<file path="config.mk">
export PLATFORM = sky130hd
export DESIGN_NAME = pipeline_ctrl
export DESIGN_NICKNAME = d
export VERILOG_FILES = /design/src/rtl/pipeline_ctrl.sv
export SDC_FILE = /design/constraint.sdc
export NUM_CORES = 1
export LEC_CHECK = 0
export CORE_MARGIN = 3
export CORE_UTILIZATION = 38
export CTS_BUF_LIST = sky130_fd_sc_hd__clkbuf_16
export CTS_CLUSTER_DIAMETER = 100
export DETAILED_ROUTE_END_ITERATION = 7
export PLACE_DENSITY = 0.83
export SLEW_MARGIN = 10
export SYNTH_ARGS = -nofsm -noshare
export SYNTH_HDL_FRONTEND = slang
export SYNTH_SLANG_ARGS = --single-unit
</file>
<file path="constraint.sdc">
create_clock -name CLK -period 1.5 [get_ports CLK]
set_input_delay 0.225 -clock CLK [delete_from_list [all_inputs] [get_ports CLK]]
set_output_delay 0.225 -clock CLK [all_outputs]
set_load 0.1 [all_outputs]
</file>
<file path="src/rtl/pipeline_ctrl.sv">
// pipeline_ctrl: stall/flush/forward control for a five-stage pipeline.
//   - Memory FSM (IDLE/DWAIT/DDONE) tracks one outstanding data access so a
//     completed access is not reissued while the pipe waits on instruction fetch.
//   - A shift-register scoreboard of the EX/MEM/WB destinations detects
//     read-after-write hazards for the instruction sitting in ID.
// Build option: define PIPELINE_CTRL_FORWARD_EN to enable operand forwarding
// (stall only on load-use). Undefined: stall on any pending write, fwd tied to 0.
// Debug outputs dbg_state / dbg_sb_valid / dbg_sb_load expose internal state.
module pipeline_ctrl #(
  parameter int NSTAGES = 3,
  parameter int REGW    = 5,
  parameter int FSW     = $clog2(NSTAGES)
) (
  input  logic               CLK,
  input  logic               RST,
  input  logic               ihit,
  input  logic               dhit,
  input  logic               dreq,
  input  logic [REGW-1:0]    id_rsel1,
  input  logic [REGW-1:0]    id_rsel2,
  input  logic               id_use1,
  input  logic               id_use2,
  input  logic [REGW-1:0]    id_wsel,
  input  logic               id_wen,
  input  logic               id_load,
  input  logic               br_taken,
  output logic               en_fetch,
  output logic               en_pipe,
  output logic               flush_ifid,
  output logic               flush_idex,
  output logic [FSW-1:0]     fwd_a,
  output logic [FSW-1:0]     fwd_b,
  output logic               dmem_gate,
  output logic               ld_capture,
  output logic [1:0]         dbg_state,
  output logic [NSTAGES-1:0] dbg_sb_valid,
  output logic [NSTAGES-1:0] dbg_sb_load
);

  typedef enum logic [1:0] {
    IDLE  = 2'd0,
    DWAIT = 2'd1,
    DDONE = 2'd2
  } mem_state_t;

  // Handshake: dreq is held by the MEM stage until the pipe advances; dhit is
  // a one-cycle completion strobe from the cache. Once dhit has been seen the
  // access is complete (DDONE) and dmem_gate drops so the cache is not asked
  // again while the pipe still waits for ihit.

  mem_state_t          r_state;
  mem_state_t          w_state_nxt;

  logic                r_valid [NSTAGES];
  logic [REGW-1:0]     r_wsel  [NSTAGES];
  logic                r_load  [NSTAGES];

  logic                w_advance;
  logic                w_hazard;
  logic                w_stall;
  logic                w_flush_idex;
  logic [NSTAGES-2:0]  w_m1;
  logic [NSTAGES-2:0]  w_m2;
  logic [FSW-1:0]      w_fwd_a;
  logic [FSW-1:0]      w_fwd_b;

  // Memory FSM state register.
  always_ff @(posedge CLK or posedge RST) begin
    if (RST) r_state <= IDLE;
    else     r_state <= w_state_nxt;
  end

  // Memory FSM next state.
  always_comb begin
    w_state_nxt = r_state;
    unique case (r_state)
      IDLE: begin
        if (dreq && !dhit)       w_state_nxt = DWAIT;
        else if (dreq && !ihit)  w_state_nxt = DDONE;
      end
      DWAIT: begin
        if (dhit && ihit)        w_state_nxt = IDLE;
        else if (dhit)           w_state_nxt = DDONE;
      end
      DDONE: begin
        if (ihit)                w_state_nxt = IDLE;
      end
      default:                   w_state_nxt = IDLE;
    endcase
  end

  // Scoreboard shifts one stage per pipeline advance; bubbles enter as invalid.
  always_ff @(posedge CLK or posedge RST) begin
    if (RST) begin
      for (int k = 0; k < NSTAGES; k++) begin
        r_valid[k] <= 1'b0;
        r_wsel[k]  <= '0;
        r_load[k]  <= 1'b0;
      end
    end else if (w_advance) begin
      r_valid[0] <= id_wen & ~w_flush_idex;
      r_wsel[0]  <= id_wsel;
      r_load[0]  <= id_load;
      for (int k = 1; k < NSTAGES; k++) begin
        r_valid[k] <= r_valid[k-1];
        r_wsel[k]  <= r_wsel[k-1];
        r_load[k]  <= r_load[k-1];
      end
    end
  end

  // Source-vs-pending-destination matches; WB is excluded because the
  // register file is written before it is read in the same cycle.
  always_comb begin
    w_m1 = '0;
    w_m2 = '0;
    for (int k = 0; k < NSTAGES-1; k++) begin
      w_m1[k] = id_use1 && (id_rsel1 != '0) && r_valid[k] && (r_wsel[k] == id_rsel1);
      w_m2[k] = id_use2 && (id_rsel2 != '0) && r_valid[k] && (r_wsel[k] == id_rsel2);
    end
  end

`ifdef PIPELINE_CTRL_FORWARD_EN
  // Forwarding: pick the youngest matching stage; only a load still in EX stalls.
  always_comb begin
    w_fwd_a  = '0;
    w_fwd_b  = '0;
    for (int k = NSTAGES-2; k >= 0; k--) begin
      if (w_m1[k]) w_fwd_a = FSW'(k + 1);
      if (w_m2[k]) w_fwd_b = FSW'(k + 1);
    end
    w_hazard = (w_m1[0] | w_m2[0]) & r_load[0];
  end
`else
  // No forwarding: any pending write to a source register stalls ID.
  always_comb begin
    w_fwd_a  = '0;
    w_fwd_b  = '0;
    w_hazard = (|w_m1) | (|w_m2);
  end
`endif

  // Pipeline enables and bubble insertion; a taken branch overrides a stall.
  always_comb begin
    w_advance    = ihit & (~dreq | dhit | (r_state == DDONE));
    w_stall      = w_hazard & ~br_taken;
    w_flush_idex = w_advance & (w_stall | br_taken);
    en_pipe      = w_advance;
    en_fetch     = w_advance & ~w_stall;
    flush_ifid   = w_advance & br_taken;
    flush_idex   = w_flush_idex;
    fwd_a        = w_fwd_a;
    fwd_b        = w_fwd_b;
    dmem_gate    = (r_state != DDONE);
    ld_capture   = dhit & dreq & (r_state != DDONE);
  end

  // Debug view of FSM and scoreboard.
  always_comb begin
    dbg_state = r_state;
    for (int k = 0; k < NSTAGES; k++) begin
      dbg_sb_valid[k] = r_valid[k];
      dbg_sb_load[k]  = r_load[k];
    end
  end

endmodule
</file>
======== Word level (Yosys, flattened, before mapping) ========
Cells that the tools add are included.
storage, ports and cells
  bits in registers ....................... 18
  input port bits ......................... 25
  output and inout port bits .............. 18
  logic and storage cells ................. 62
operators by class
  eq/ne operators ......................... 10
  multiplexer cells ....................... 6
  bitwise gates (word level) .............. 16
  reductions and logical operators ........ 21
operator list
  cell                count
  $eq 5x5->1          4
  $logic_and 1x1->1   13
  $mux 2              5
  $reduce_bool 5->1   2
  $and 1x1->1         8
  $ne 3x3->1 const B  2
  $pmux 2 s3          1
  $ne 2x2->1 const B  2
  $not 1->1           4
  $or 1x1->1          4
  $reduce_or 2->1     2
  $reduce_and 3->1    1
  $eq 2x1->1 const B  1
  $eq 2x2->1 const B  1
  $logic_not 1->1     2
  $logic_not 2->1     1

======== Logic depth before layout (Yosys ltp) ========
Gate-level depths: netlist (run 1).
  word-level depth ........................ 11
  gate-level depth with buffers ........... 6
  mapped depth without buffers ............ 5

======== Worst setup path after synthesis (run 1) ========
No wires, ideal clock.
  path kind ............................... reg2out
  start ................................... register r_state[1] (netlist: dbg_state[1])
  end ..................................... output en_fetch
  arrival ................................. 3.752 ns
  data required time ...................... 1.275 ns
  path slack .............................. -2.477 ns
  stages on the path, launching flop included .. 6
  buffers on the path ..................... 1
  path through ............................ dfrtp_1 nand2b_1 nand2_1 o21ai_1 buf_2 a21oi_1
between the ends
  word-level cells in the longest chain between the ends .. 4
RTL lines
  element                 line  RTL
  start, declared         51    mem_state_t r_state;
  start signal, assigned  70    else r_state <= w_state_nxt;
  $eq 2x2->1              145   w_advance = ihit & (~dreq | dhit | (r_state == DDONE));
  $or 1x1->1              145
  $and 1x1->1             145
  $and 1x1->1             149   en_fetch = w_advance & ~w_stall;
  end, declared           27    output logic en_fetch,
No other way between the ends.

======== Final worst setup path (run 1) ========
  start ................................... register r_wsel[7] (netlist bit)
  end ..................................... output en_fetch
between the ends
  word-level cells in the longest chain between the ends .. 7
  elaborated cells on any way between the ends .. 10
  those cells by class .................... eq/ne: 2; bitwise: 4; reduce/logical: 4
RTL lines
  element                                      line      RTL
  start, declared                              55        logic [REGW-1:0] r_wsel [NSTAGES];
  start signal, assigned by index              106       r_wsel[k] <= r_wsel[k-1];
  $eq 5x5->1, on equally long branches         118, 119
  $logic_and 1x1->1, on equally long branches  118, 119
  $reduce_or 2->1                              139       w_hazard = (|w_m1) | (|w_m2);
  $or 1x1->1 *                                 139
  $and 1x1->1 *                                146       w_stall = w_hazard & ~br_taken;
  $not 1->1 *                                  149
  $and 1x1->1 *                                149
Every way passes the cells marked *; elsewhere a longest branch is shown, timed or not.

==> results of run 1 <==
what timing repair did:
item	in CTS	in global routing
gates cloned	0	1
resized for setup	28	25
pin swaps	7	6
buffers inserted	6	4
setup endpoints to repair	21	22
kinds of logic after synthesis:
kind of cell,synth area share
XOR/XNOR,0.169
flip-flops,0.436
AND/OR/NAND/NOR,0.0944
multiplexers,0.163
AO/OA/AOI/OAI,0.0799
buffers and inverters,0.0533
other,0.00363
worst max-delay path by stage:
stage / startpoint / end / slack, ns / cells after the start
2_1_floorplan: dbg_state[0] / flush_idex / -0.99 / 6
3_3_place_gp: id_rsel2[1] / en_fetch / -0.67 / 6
3_5_place_dp: id_rsel1[1] / en_fetch / -0.73 / 6
4_1_cts: id_rsel2[2] / en_fetch / -0.63 / 6
5_1_grt: r_wsel[13] / flush_idex / -0.73 / 6
6_report: r_wsel[7] / en_fetch / -0.66 / 7
metal layers:
layer | track usage | wire length [µm] | up-vias
met2 | 0.360 | 2270 | 46
met1 | 0.304 | 1780 | 509
met5 | 0 | 0 | -
met3 | 0.0579 | 217 | 10
met4 | 0.0927 | 102 | 0
li1 | - | - | 439
cells in the mapped netlist (2+ instances only):
library cell and instances:
xnor2_1 4, o21ai_1 2, nand2_1 2, nor2_1 2
nor4_1 4, inv_1 4, mux2_1 14, a32oi_1 2
buf_4 4, dfrtp_1 18, and2_1 2, a21oi_1 2
xor2_1 16, buf_2 2
layout make-up:
class / instances / share of cell area
clock buffer: 3 / 0.0356
clock inverter: 1 / 0.00178
inverter: 4 / 0.00890
multi-input combinational: 65 / 0.340
sequential: 18 / 0.219
tap: 30 / 0.0178
timing repair buffer: 68 / 0.377
flip-flops by register name (all words and copies together), names as in the netlist:
name and flops:
r_wsel 10, dbg_sb_load 3, dbg_state 2, dbg_sb_valid 3
power groups by stage:
stage	clock, mW	combinational (mW)	sequential, mW
2_1_floorplan	0	0.343	0.917
3_3_place_gp	0	0.998	0.674
3_5_place_dp	0	1.02	0.677
4_1_cts	0.538	1.10	0.674
5_1_grt	0.598	1.24	0.701
6_report	0.577	1.21	0.693
worst max-delay path: cells and delay by family (launching register included):
kind	cells	cell delay, ns
buffers and inverters	2	0.36
AND/OR/NAND/NOR	1	0.20
flip-flops	1	0.41
AO/OA/AOI/OAI	3	0.55
XOR/XNOR	1	0.16
==> reports/metrics.cfg, run 1 <==
[final_layout]
nFillCells=121
multi_input_area_um2=717
final_core_util=0.836
drive_gt1_frac=0.547
diodes=0
instances_no_fill=189
final_common_cell=buf_4
areaGrowthSynthToFinish_pct=104
fin_area_um2=2110
final_cell_mix=21 x buf_4, 16 x clkdlybuf4s50_1, 14 x buf_12
nets=185
regArea_um2=463

[run_status]
violations=negative setup slack
status=finished, violations left

[routing]
ant_nets=0
drt_wl_total_um=4370
vias_per_cell=5.31
vias=1004
drc=0
drtIter0Drc=19
dr.pass1.iters=4
wl_per_cell_um=23.1

[pwr]
power_per_cell_area_nw_per_um2=1170
clock_power_share=0.233
power_frac_comb=0.487
internal_power_mw=1.46
ir_drop_v=0.00131
pwr-share-seq=0.280
p_leak_nw=0.955
switching_share=0.412
total_power_mw=2.48
power.net_switching_mw=1.02

[grt]
grt_max_degree=16
grt_pass1_wl_um=5620
grt_pass1_vias=1086
antenna_found_initial=0
grt_usage=0.230
overflow=0

[worst_setup_path]
required_ns=1.27
worst_setup_path_start_kind=register
cp_max_fo=3
path_class=reg2out
rr_worst_depth=7
r2r_setup_slack_ns=-0.26
r2r-start=r_wsel[7]
worst_setup_path_end_kind=output port
critPathSlowestCell=dfrtp_1
slowest_delay_ns=0.41
crit_chain=buf_4, xnor2_1, and2_1, a32oi_2, o22ai_4, a21oi_4, buf_12
crit_arrival_ns=1.93
r2r-end=dbg_sb_valid[0]

[timing]
fin_crit_ns=2.16
holdWs_ns=0.205
setup_slack_ns=-0.660
max_clock_freq_mhz=463
slew_viol_final=0
hold_viol=0
rsz0062_at_grt=yes
period_share=1.44
tns_ns=-3.23
setup_violations=18
finalClockSkew_ns=0.00152

[die]
die_w_um=58.2
dieArea_um2=3380
rows=18
core_um2=2520
num_io_pins=43
start_util=0.410
die_h_um=58.2

[clock_tree]
hold_buffers=0
clk_pin_slew_worst_paths_ns=0.06
clock_latency_ns=0.26
cts_buffers=3
clockRootBuffer=clkbuf_16
clock_path_buffers=2
cts.sinks=18
cts-htree-levels=1
cts_tree=yes

[place]
gp_congestion=0.908
dp.cells=177
place_area_um2=1770
dp_hpwl_um=2320
place_ws_ns=-0.725
port_buffers=38

[run]
max_cap_violations=0

[yosys]
synth_area_per_cell_um2=11.5
synth_area_um2=1030
async_flop_share=1.00
synth.top_cell.area_share=0.436
ys_top_cells_by_area=dfrtp_1 44%, mux2_1 15%, xor2_1 14%, xnor2_1 3.4%, buf_4 2.9%
ys_types=26
ys.warnings.count=0
yosysSeqAreaShare=0.436
synth-seq-cells=18
synth_flop_cell=dfrtp_1
synth_edf_count=0
yosysTopAreaCell=dfrtp_1
synth_cells=90

[worst_hold_path]
hold_path.class=in2async

Power figures use the tool's default switching activity.
==> inputs of run 2 (changes only) <==
--- a/config.mk
+++ b/config.mk
@@ -5,6 +5,7 @@
 export SDC_FILE = /design/constraint.sdc
 export NUM_CORES = 1
 export LEC_CHECK = 0
+export CAP_MARGIN = 0
 export CORE_MARGIN = 3
 export CORE_UTILIZATION = 38
 export CTS_BUF_LIST = sky130_fd_sc_hd__clkbuf_16
==> results of run 2 <==
Same layout as run 1: the final DEF is identical, and so are final timing and power.
